### src/rtl/reg_mem_pkg.sv
// Shared types and default sizes for the reg_mem BIST sweep engine.
package reg_mem_pkg;

  localparam int DEF_DATA_WIDTH = 8;
  localparam int DEF_ADDR_BITS  = 5;

  typedef enum logic [2:0] {
    IDLE    = 3'd0,
    WRITE   = 3'd1,
    RD_ADDR = 3'd2,
    RD_CHK  = 3'd3,
    DONE    = 3'd4
  } bist_state_e;

endpackage

### src/rtl/reg_mem_bist.sv
// Write/read-back BIST for a reg_mem port: writes seed+addr everywhere, then checks it.
// Optional first-failure log enabled by defining REG_MEM_BIST_ERRLOG_EN.
module reg_mem_bist
  import reg_mem_pkg::*;
#(
  parameter int DATA_WIDTH = DEF_DATA_WIDTH,
  parameter int ADDR_BITS  = DEF_ADDR_BITS
) (
  input  logic                  clk,
  input  logic                  rst_n,
  input  logic                  start,
  input  logic [DATA_WIDTH-1:0] seed,
  output logic                  busy,
  output logic                  done,
  output logic                  pass,
  output logic [ADDR_BITS:0]    err_count,
  output logic [ADDR_BITS-1:0]  mem_addr,
  output logic [DATA_WIDTH-1:0] mem_wdata,
  output logic                  mem_wen,
  input  logic [DATA_WIDTH-1:0] mem_rdata
`ifdef REG_MEM_BIST_ERRLOG_EN
  ,
  output logic [ADDR_BITS-1:0]  fail_addr,
  output logic [DATA_WIDTH-1:0] fail_data,
  output logic                  fail_vld
`endif
);

  localparam logic [ADDR_BITS-1:0] CNT_LAST = '1;
  localparam logic [ADDR_BITS-1:0] CNT_ONE  = {{(ADDR_BITS-1){1'b0}}, 1'b1};
  localparam logic [ADDR_BITS:0]   ERR_ONE  = {{ADDR_BITS{1'b0}}, 1'b1};
  localparam logic [ADDR_BITS:0]   ERR_MAX  = {1'b1, {ADDR_BITS{1'b0}}};

  bist_state_e           state_q, state_d;
  logic [ADDR_BITS-1:0]  cnt_q, cnt_d, cnt_nxt;
  logic [DATA_WIDTH-1:0] seed_q, seed_d;
  logic [DATA_WIDTH-1:0] exp_cur, exp_nxt;
  logic [ADDR_BITS:0]    err_d;
  logic [ADDR_BITS-1:0]  addr_d;
  logic [DATA_WIDTH-1:0] wdata_d;
  logic                  busy_d, done_d, pass_d, wen_d;
  logic                  start_acc, mismatch;

  assign cnt_nxt   = cnt_q + CNT_ONE;
  assign exp_cur   = seed_q + DATA_WIDTH'(cnt_q);
  assign exp_nxt   = seed_q + DATA_WIDTH'(cnt_nxt);
  assign start_acc = start && ((state_q == IDLE) || (state_q == DONE));
  assign mismatch  = (state_q == RD_CHK) && (mem_rdata != exp_cur);

  // NOTE: every output of this block gets a default first so no path leaves
  // one unassigned; that is what keeps synthesis from inferring latches.
  always_comb begin
    state_d = state_q;
    cnt_d   = cnt_q;
    seed_d  = seed_q;
    err_d   = err_count;
    busy_d  = busy;
    done_d  = done;
    pass_d  = pass;
    addr_d  = mem_addr;
    wdata_d = mem_wdata;
    wen_d   = 1'b0;

    unique case (state_q)
      IDLE, DONE: begin
        if (start) begin
          seed_d  = seed;
          err_d   = '0;
          done_d  = 1'b0;
          pass_d  = 1'b0;
          busy_d  = 1'b1;
          cnt_d   = '0;
          addr_d  = '0;
          wdata_d = seed;
          wen_d   = 1'b1;
          state_d = WRITE;
        end
      end
      WRITE: begin
        if (cnt_q == CNT_LAST) begin
          cnt_d   = '0;
          addr_d  = '0;
          state_d = RD_ADDR;
        end else begin
          cnt_d   = cnt_nxt;
          addr_d  = cnt_nxt;
          wdata_d = exp_nxt;
          wen_d   = 1'b1;
        end
      end
      RD_ADDR: begin
        addr_d  = cnt_q;
        state_d = RD_CHK;
      end
      RD_CHK: begin
        if (mismatch && (err_count != ERR_MAX)) err_d = err_count + ERR_ONE;
        if (cnt_q == CNT_LAST) begin
          busy_d  = 1'b0;
          done_d  = 1'b1;
          pass_d  = (err_d == '0);
          state_d = DONE;
        end else begin
          cnt_d   = cnt_nxt;
          addr_d  = cnt_nxt;
          state_d = RD_ADDR;
        end
      end
      default: state_d = IDLE;
    endcase
  end

  // NOTE: state uses non-blocking assignments so every register samples the
  // pre-edge values, independent of statement order.
  always_ff @(posedge clk or negedge rst_n) begin
    if (!rst_n) begin
      state_q   <= IDLE;
      cnt_q     <= '0;
      seed_q    <= '0;
      err_count <= '0;
      busy      <= 1'b0;
      done      <= 1'b0;
      pass      <= 1'b0;
      mem_addr  <= '0;
      mem_wdata <= '0;
      mem_wen   <= 1'b0;
    end else begin
      state_q   <= state_d;
      cnt_q     <= cnt_d;
      seed_q    <= seed_d;
      err_count <= err_d;
      busy      <= busy_d;
      done      <= done_d;
      pass      <= pass_d;
      mem_addr  <= addr_d;
      mem_wdata <= wdata_d;
      mem_wen   <= wen_d;
    end
  end

`ifdef REG_MEM_BIST_ERRLOG_EN
  // Only the first mismatch of a sweep is kept; later ones just count.
  always_ff @(posedge clk or negedge rst_n) begin
    if (!rst_n) begin
      fail_vld  <= 1'b0;
      fail_addr <= '0;
      fail_data <= '0;
    end else if (start_acc) begin
      fail_vld  <= 1'b0;
      fail_addr <= '0;
      fail_data <= '0;
    end else if (mismatch && !fail_vld) begin
      fail_vld  <= 1'b1;
      fail_addr <= cnt_q;
      fail_data <= mem_rdata;
    end
  end
`else
  // Without the log, start_acc has no consumer beyond the FSM decode.
  logic unused_start_acc;
  assign unused_start_acc = start_acc;
`endif

endmodule

### config.mk
export PLATFORM = sky130hd
export DESIGN_NAME = reg_mem_bist
export DESIGN_NICKNAME = d
export VERILOG_FILES = /design/src/rtl/reg_mem_pkg.sv /design/src/rtl/reg_mem_bist.sv
export SDC_FILE = /design/constraint.sdc
export NUM_CORES = 1
export LEC_CHECK = 0
export CAP_MARGIN = 20
export CELL_PAD_IN_SITES_DETAIL_PLACEMENT = 1
export CELL_PAD_IN_SITES_GLOBAL_PLACEMENT = 2
export CORE_MARGIN = 5
export CORE_UTILIZATION = 35
export DETAILED_ROUTE_END_ITERATION = 6
export DONT_BUFFER_PORTS = 1
export HOLD_SLACK_MARGIN = 0.03
export PLACE_DENSITY = 0.72
export SYNTH_ARGS = -nofsm -noshare
export SYNTH_HDL_FRONTEND = slang
export SYNTH_SLANG_ARGS = --single-unit
export TNS_END_PERCENT = 1
### constraint.sdc
create_clock -name clk -period 3.6 [get_ports clk]
set_clock_uncertainty 0.05 [all_clocks]
set_input_delay 0.72 -clock clk [delete_from_list [all_inputs] [get_ports clk]]
set_output_delay 0.72 -clock clk [all_outputs]
set_load 0.005 [all_outputs]
-- Word level (Yosys, flattened, before mapping)
Index checks and enable logic that the tools add are counted.
- register bits: 39
- input bits: 19
- output and inout bits: 23
- logic and storage cells: 69
- add/subtract/negate cells: 4
- equality and inequality tests: 12
- muxes and demuxes: 27
- reductions and logical operators: 16
- operator list (kind ; number):
    $pmux 5 s4 ; 1
    $mux 6 ; 3
    $add 8x5->8 ; 2
    $mux 8 ; 2
    $pmux 8 s2 ; 1
    $mux 5 ; 3
    $pmux 5 s3 ; 1
    $pmux 3 s4 ; 1
    $pmux 6 s2 ; 1
    $reduce_and 3->1 ; 4
    $mux 3 ; 3
    $ne 2x2->1 const B ; 4
    $ne 8x8->1 ; 1
    $pmux 1 s2 ; 4
    $mux 1 ; 7
    $add 6x1->6 const B ; 1
    $eq 3x2->1 const B ; 2
    $logic_not 6->1 ; 1
    $ne 6x6->1 const B ; 1
    $reduce_and 2->1 ; 3
    $add 5x1->5 const B ; 1
    $eq 5x5->1 const B ; 1
    $reduce_bool 2->1 ; 2
    $reduce_bool 4->1 ; 1
    other kinds (7) ; 8

-- Longest topological paths before layout
Gate-level depths: netlist of the first run.
- word-level depth: 9
- depth in mapped cells: 10

-- Worst setup path before layout of the first run
OpenSTA, ideal clock, no wires.
- path kind: register to register
- start point: reg cnt_q[0]
- end point: reg err_count[1]
- library setup time: 125 ps
- arrival: 2793 ps
- setup slack: 633 ps
- stages on the path, launching flop included: 10
- period minus slack after synthesis: 2967 ps
- cell sequence: dfrtp_1 > ha_1 > fa_1 > and3_1 > or3_4 > a2111oi_4 > o2111ai_2 > o22ai_2 > or2_2 > mux2_2
- longest elaborated chain between the ends: 7
- RTL lines (what ; line ; RTL):
    start: declaration ; reg_mem_bist.sv:35 ; logic [ADDR_BITS-1:0] cnt_q, cnt_d, cnt_nxt;
    start signal: assignment ; reg_mem_bist.sv:128 ; cnt_q <= cnt_d;
    $add 8x5->8 ; reg_mem_bist.sv:45 ; assign exp_cur = seed_q + DATA_WIDTH'(cnt_q);
    $ne 8x8->1 ; reg_mem_bist.sv:48 ; assign mismatch = (state_q == RD_CHK) && (mem_rdata != exp_cur);
    $logic_and 1x1->1 ; reg_mem_bist.sv:48 ;
    $logic_and 1x1->1 ; reg_mem_bist.sv:96 ; if (mismatch && (err_count != ERR_MAX)) err_d = err_count + ERR_ONE;
    $mux 6 ; reg_mem_bist.sv:96 ;
    $mux 6 ; reg_mem_bist.sv:64 ; unique case (state_q)
    $pmux 6 s2 ; reg_mem_bist.sv:64 ;
    end signal: assignment ; reg_mem_bist.sv:130 ; err_count <= err_d;
    end: declaration ; reg_mem_bist.sv:16 ; output logic [ADDR_BITS:0] err_count,
No other way between the ends. The select of a mux whose other input is x is not followed.
A chain may end at the register's enable or synchronous reset.

-- Worst setup path after layout of the first run
- start point: reg seed_q[0]
- end point: reg pass
- longest elaborated chain between the ends: 9
- RTL lines (what ; line ; RTL):
    start: declaration ; reg_mem_bist.sv:36 ; logic [DATA_WIDTH-1:0] seed_q, seed_d;
    start signal: assignment ; reg_mem_bist.sv:118 ; seed_q <= '0;
    start signal: assignment ; reg_mem_bist.sv:129 ; seed_q <= seed_d;
    $add 8x5->8 ; reg_mem_bist.sv:45 ;
    $ne 8x8->1 ; reg_mem_bist.sv:48 ;
    $logic_and 1x1->1 ; reg_mem_bist.sv:48 ;
    $logic_and 1x1->1 ; reg_mem_bist.sv:96 ;
    $mux 6 ; reg_mem_bist.sv:96 ;
    $mux 6 ; reg_mem_bist.sv:64 ;
    $logic_not 6->1 ; reg_mem_bist.sv:100 ; pass_d = (err_d == '0);
    $mux 1 ; reg_mem_bist.sv:97 ; if (cnt_q == CNT_LAST) begin
    $pmux 1 s2 ; reg_mem_bist.sv:64 ;
    end signal: assignment ; reg_mem_bist.sv:133 ; pass <= pass_d;
    end: declaration ; reg_mem_bist.sv:15 ; output logic pass,
No other way between the ends. The select of a mux whose other input is x is not followed.

==> results of run 1 <==
-- sequential cells by signal, indices dropped and copies added, names as in the netlist, 3 cells and up --
name       cells
err_count      6
mem_wdata      8
state_q        3
mem_addr       5
seed_q         8
cnt_q          5
-- worst min-delay path by stage --
stage,startpoint,endpoint,depth (start not counted)
detailed placement,rst_n,mem_wdata[0]$_DFFE_PN0P_,0
floorplan,rst_n,busy$_DFFE_PN0P_,0
global route,rst_n,mem_wdata[2]$_DFFE_PN0P_,0
CTS,rst_n,mem_wdata[0]$_DFFE_PN0P_,0
finish,rst_n,mem_wdata[0]$_DFFE_PN0P_,0
global placement,rst_n,mem_wdata[0]$_DFFE_PN0P_,0
-- layout by cell type (no fill, tap or decap), types with 5 or more instances in the layout --
| cell | n |
|---|---|
| inv_1 | 9 |
| clkbuf_8 | 6 |
| nor3_1 | 5 |
| ha_1 | 14 |
| nor2b_1 | 5 |
| xor2_1 | 8 |
| dfrtp_1 | 39 |
| xnor2_1 | 14 |
| nand2_1 | 53 |
| o211ai_1 | 6 |
| nand3_1 | 5 |
| a21oi_1 | 10 |
| o21ai_0 | 18 |
| a22oi_1 | 7 |
| nor2_1 | 14 |
-- area by class of cell --
class | instances | area [um2]
inverter | 9 | 33.78
sequential | 39 | 975.9
clock inverter | 2 | 35.03
fill | 795 | 4149
multi-input combinational | 205 | 1373
tap | 80 | 100.1
timing repair buffer | 1 | 7.507
clock buffer | 6 | 82.58
-- kinds of logic (layout without fill, tap and decap cells) --
logic type                 after synthesis  in the layout  share of synthesized area [%]
AOI/OAI and AO/OA                       65             65                          19.86
and+or+nand+nor                         97             97                          17.89
buffers and inverters                   19             18                          2.947
adders and majority gates               16             16                          8.894
xor gates and xnor gates                22             22                          7.963
muxes                                    5              5                          2.120
DFF                                     39             39                          40.33
-- stage by stage --
step / utilization (%) / total power, W / instances / cell area, um2
2_1_floorplan: - / 0.001793 / 263 / 2420
3_3_place_gp: 36.85 / 0.002101 / 334 / 2490
3_5_place_dp: 36.85 / 0.002119 / 334 / 2490
4_1_cts: 38.59 / 0.002530 / 342 / 2608
5_1_grt: 38.59 / 0.002732 / 342 / 2608
6_report: 38.59 / 0.002488 / 342 / 2608
-- layer usage --
layer	share of wire [%]	vias up	wire length, um	global-route usage [%]
met3	5.0	4	323	4.747
met1	46	915	2963	20.62
met2	48	33	3108	26.81
met5	0	-	0	0
li1	-	919	-	-
met4	0.65	0	42	3.297
-- power breakdown --
| part | internal (W) | leakage, nW | total [W] | switching, W |
|---|---|---|---|---|
| Clock | 0.000225 | 0.0612 | 0.000392 | 0.000168 |
| Sequential | 0.000613 | 0.490 | 0.000810 | 0.000198 |
| Combinational | 0.000548 | 0.632 | 0.00129 | 0.000737 |
| Total | 0.00139 | 1.18 | 0.00249 | 0.00110 |
-- critical path, stage by stage (launching register included) --
cell,delay (ps)
dfrtp_1,410
ha_1,220
fa_1,420
and3_1,180
or3_4,340
a2111oi_4,380
o2111ai_2,240
o211ai_1,300
a2bb2oi_1,140
o41ai_2,340
==> results_dict.tcl, run 1 <==
set metrics [dict create \
    yosysSeqAreaShare_pct 40.33 \
    path_clk_slew_ps 80 \
    p_leak_nw 1.183 \
    grt_start_max_net_pins 40 \
    nNetsFinal 296 \
    ctsResizeCount 0 \
    hp-class "input port to async pin" \
    initial_core_util_pct 35.81 \
    synth_edf_count 0 \
    worstSetupStartpoint "seed_q[0]$_DFFE_PN0P_" \
    final_max_slew_viol_count 0 \
    netlist_area_um2 2420 \
    reg2reg_depth 9 \
    core_area_um2 6756 \
    synth_cells 263 \
    rsz0062_at_grt "no" \
    hold_ws_ps 58.24 \
    numCtsBuffers 5 \
    drt.antenna.violating_nets 0 \
    cts_buffer_depth 2 \
    setup_slack_ps 477.7 \
    min_period_over_period_pct 86.73 \
    fin_crit_ps 3122 \
    grt_pass1_wl_um 10740 \
    ioPinCount 42 \
    grt_antenna_before_repair 0 \
    grt_use_total_pct 16.06 \
    drc 0 \
    async_flop_share_pct 100.0 \
    setup_tns_ps 0 \
    portBuffers 0 \
    avgSynthCellArea_um2 9.201 \
    cp.required_ps 3740 \
    worst-setup-path-type "register to register" \
    post_cts_buffers 0 \
    holdBufCountCts 0 \
    drt-pass1-iter-count 4 \
    cp.arrival_ps 3260 \
    endpoint_kind "register" \
    areaGrowthSynthToFinish_pct 7.756 \
    cp-endpoint "pass$_DFFE_PN0P_" \
    drive_gt1_share_pct 6.489 \
    gp_congestion 0.8185 \
    slew_headroom_pct 51.04 \
    syn-num-nets 298 \
    yosysTopAreaCellShare_pct 40.33 \
    rows 30 \
    timing.rr.start "seed_q[0]$_DFFE_PN0P_" \
    grt_overflow 0 \
    drt_iter0_markers 62 \
    cts_tree "yes" \
    path_max_fanout 4 \
    grt_pass1_vias 2004 \
    htreeDepth 2 \
    die_w_um 93.15 \
    tightest_slew_ps 734.4 \
    irDropWorstVdd_uv 313.8 \
    synth_common_cells "nand2_1, dfrtp_1, o21ai_0" \
    cts_root_buf "clkbuf_8" \
    setup_violations 0 \
    cts_sinks 39 \
    die_area_um2 8677 \
    dpl.hpwl_um 4762 \
    ys_warn_count 0 \
    synth_cell_types 45 \
    drv_cap 0 \
    synthTopCellsByArea "dfrtp_1, nand2_1, ha_1" \
    rrSetupSlack_ps 480 \
    wire_per_inst_um 18.82 \
    clock_latency_ps 290 \
    synth.most_common_cell "nand2_1" \
    drt-total-wl_um 6437 \
    hold_viol 0 \
    outcome "complete, no violations" \
    synth-seq-cells 39 \
    p_per_area_nw_per_um2 954.1 \
    vias 1871 \
    cp-start-kind "register" \
    viasPerCell 5.471 \
    synth_top_cell_by_area "dfrtp_1" \
    r2r_end "pass$_DFFE_PN0P_" \
    place_ws_ps 479.4 \
    diodes 0 \
    die_height_um 93.15 \
    fmax_mhz 320.3 \
    synth_flop_cell "dfrtp_1" \
]
(Power assumes the default switching activity.)
==> run 2, diff against run 1 <==
--- a/config.mk
+++ b/config.mk
@@ -5,7 +5,7 @@
 export SDC_FILE = /design/constraint.sdc
 export NUM_CORES = 1
 export LEC_CHECK = 0
-export CAP_MARGIN = 20
+export CAP_MARGIN = 0
 export CELL_PAD_IN_SITES_DETAIL_PLACEMENT = 1
 export CELL_PAD_IN_SITES_GLOBAL_PLACEMENT = 2
 export CORE_MARGIN = 5
==> results of run 2 <==
Same layout as run 1: the final DEF is identical, and so are final timing and power.
==> run 3, diff against run 2 <==
--- a/config.mk
+++ b/config.mk
@@ -6,15 +6,14 @@
 export NUM_CORES = 1
 export LEC_CHECK = 0
 export CAP_MARGIN = 0
-export CELL_PAD_IN_SITES_DETAIL_PLACEMENT = 1
+export CELL_PAD_IN_SITES_DETAIL_PLACEMENT = 2
 export CELL_PAD_IN_SITES_GLOBAL_PLACEMENT = 2
 export CORE_MARGIN = 5
 export CORE_UTILIZATION = 35
 export DETAILED_ROUTE_END_ITERATION = 6
 export DONT_BUFFER_PORTS = 1
 export HOLD_SLACK_MARGIN = 0.03
-export PLACE_DENSITY = 0.72
+export PLACE_DENSITY = 0.74
 export SYNTH_ARGS = -nofsm -noshare
 export SYNTH_HDL_FRONTEND = slang
 export SYNTH_SLANG_ARGS = --single-unit
-export TNS_END_PERCENT = 1
==> constraint.sdc (replaced) <==
create_clock -name clk -period 2.6 [get_ports clk]
set_clock_uncertainty 0.05 [all_clocks]
set_input_delay 0.52 -clock clk [delete_from_list [all_inputs] [get_ports clk]]
set_output_delay 0.52 -clock clk [all_outputs]
set_load 0.005 [all_outputs]
==> run 3 against run 2 <==
  * The flow now finishes with violations (setup timing)
  * Critical path depth stayed put
  * Final area rose by 13%
  * Sequential share of layout area fell by 4.4 points
  * First-iteration DRC count down 42%
  * Maximum frequency increased by 6.6%
  * Cell count increased by 9.4%
  * Clock power is 39% higher
  * Wire length rose by 16%
  * Worst setup slack lost 810 ps
  * Combinational power is 79% higher
  * Critical path type unchanged
  * Highest routed layer unchanged
==> results_dict.tcl, run 3 (synthesis gave the netlist of run 1 again) <==
set metrics [dict create \
    placed_cell_area_um2 2685 \
    cp-start-kind "register" \
    final_max_slew_viol_count 0 \
    drive_gt1_share_pct 20.75 \
    final_cell_mix "nand2_1, dfrtp_1, buf_4, o21ai_0, xnor2_1" \
    setup_slack_ps -328.2 \
    totalPowerFinal_w 0.003949 \
    rows 30 \
    setup_violations 7 \
    n_fill_cell 728 \
    min_period_over_period_pct 112.6 \
    numCtsBuffers 5 \
    fin_crit_ps 2928 \
    hp-class "input port to register" \
    hold_viol 0 \
    htreeDepth 2 \
    cp_cell_sequence "ha_4 > fa_2 > and3_4 > or3_4 > a2111oi_4 > o2111ai_4 > o22ai_2 > or2_4 > mux2_4" \
    areaGrowthSynthToFinish_pct 22.29 \
    gp_congestion 0.7945 \
    hold_path_startpoint "seed[1]" \
    slew_headroom_pct 65.71 \
    cts_root_buf "clkbuf_8" \
    diodes 0 \
    die_area_um2 8677 \
    grt_use_total_pct 18.62 \
    path_max_fanout 4 \
    drt_iter0_markers 36 \
    initial_core_util_pct 35.81 \
    dpl.hpwl_um 5445 \
    max_stage_delay_ps 430 \
    grt_overflow 0 \
    reg2reg_depth 9 \
    drc 0 \
    whs_path_depth 2 \
    irDropWorstVdd_uv 484.7 \
    dp_cells 359 \
    clock_latency_ps 300 \
    rsz0062_at_grt "yes" \
    nNetsFinal 328 \
    fmax_mhz 341.5 \
    cp_slowest_cell "dfrtp_1" \
    portBuffers 0 \
    path_delay_family "compound AO/OA/AOI/OAI gates" \
    vias 2044 \
    endpoint_kind "register" \
    fin_area_um2 2959 \
    final_common_cell "nand2_1" \
    multi_input_area_um2 1465 \
    top_regs "mem_wdata (8), seed_q (8), err_count (6)" \
    cts_sinks 39 \
    drt.antenna.violating_nets 0 \
    die_w_um 93.15 \
    cp.buffers_inverters 0 \
    p_leak_nw 1.346 \
    wire_per_inst_um 19.99 \
    rrSetupSlack_ps -330 \
    ioPinCount 42 \
    cp.required_ps 2730 \
    outcome "complete, but fails checks" \
    violations "setup timing" \
    drt-total-wl_um 7478 \
    cts_tree "yes" \
    tightest_slew_ps 509.0 \
    final_util_pct 43.80 \
    drt-pass1-iter-count 3 \
    grt_pass1_wl_um 12690 \
    final_cells 374 \
    timing.rr.start "cnt_q[0]$_DFFE_PN0P_" \
    p_per_area_nw_per_um2 1334 \
    r2r_end "err_count[1]$_DFFE_PN0P_" \
    drv_cap 0 \
    viasPerCell 5.465 \
    cp.arrival_ps 3060 \
    final-seq-area_um2 975.9 \
    min_to "seed_q[1]$_DFFE_PN0P_" \
    worst-setup-path-type "register to register" \
    setup_tns_ps -1729 \
    die_height_um 93.15 \
    grt_pass1_vias 2424 \
    grt_start_max_net_pins 40 \
    core_area_um2 6756 \
    grt_antenna_before_repair 0 \
    path_clk_slew_ps 80 \
    cts_buffer_depth 2 \
]
==> run 3: cell count changes in the layout (fill, tap and decap cells not counted), sizes merged <==
cell / change
dlygate4sd3: +1
buf: +31
==> run 3: area by class of cell <==
class / count / share of cell area (%)
clock inverter: 2 / 1.184
sequential: 39 / 32.98
timing repair buffer: 33 / 9.006
tap: 80 / 3.383
clock buffer: 6 / 2.791
inverter: 9 / 1.142
multi-input combinational: 205 / 49.51
==> run 3: worst max-delay path by stage <==
stage,depth (start not counted),start,slack (ps),endpoint
2_1_floorplan,9,cnt_q[0]$_DFFE_PN0P_,-290,err_count[1]$_DFFE_PN0P_
3_3_place_gp,9,seed_q[0]$_DFFE_PN0P_,-320,err_count[1]$_DFFE_PN0P_
3_5_place_dp,9,cnt_q[0]$_DFFE_PN0P_,-400,err_count[1]$_DFFE_PN0P_
4_1_cts,9,cnt_q[0]$_DFFE_PN0P_,-310,err_count[1]$_DFFE_PN0P_
5_1_grt,10,cnt_q[0]$_DFFE_PN0P_,-430,pass$_DFFE_PN0P_
6_report,9,cnt_q[0]$_DFFE_PN0P_,-330,err_count[1]$_DFFE_PN0P_
==> run 3: what timing repair did <==
action / CTS / global route
pin swaps: 6 / 3
setup buffers: 4 / 1
setup endpoints to repair: 8 / 12
gates resized for setup: 10 / 8
hold buffers: 2 / 0
hold endpoints to repair: 39 / 0
==> run 3: per-stage QoR <==
stage / hold WS (ps) / setup slack (ps)
finish: 278.8 / -328.2
floorplan: 174.4 / -288.8
global route: 289.2 / -432.9
CTS: 277.2 / -313.3
global placement: 175.4 / -324.5
detailed placement: 175.6 / -396.7
==> run 3: where the power goes <==
part           switching (W)  leakage, nW  internal, W
Clock               0.000234       0.0612     0.000311
Sequential          0.000246        0.490     0.000849
Combinational        0.00128        0.795      0.00103
==> run 3: per-layer routing <==
layer / vias up / share of wire [%] / global-route usage [%]
met3: 8 / 5.1 / 5.149
met4: 0 / 1.2 / 4.762
met5: - / 0 / 0
met1: 1020 / 43 / 22.23
met2: 37 / 51 / 32.87
li1: 979 / - / -
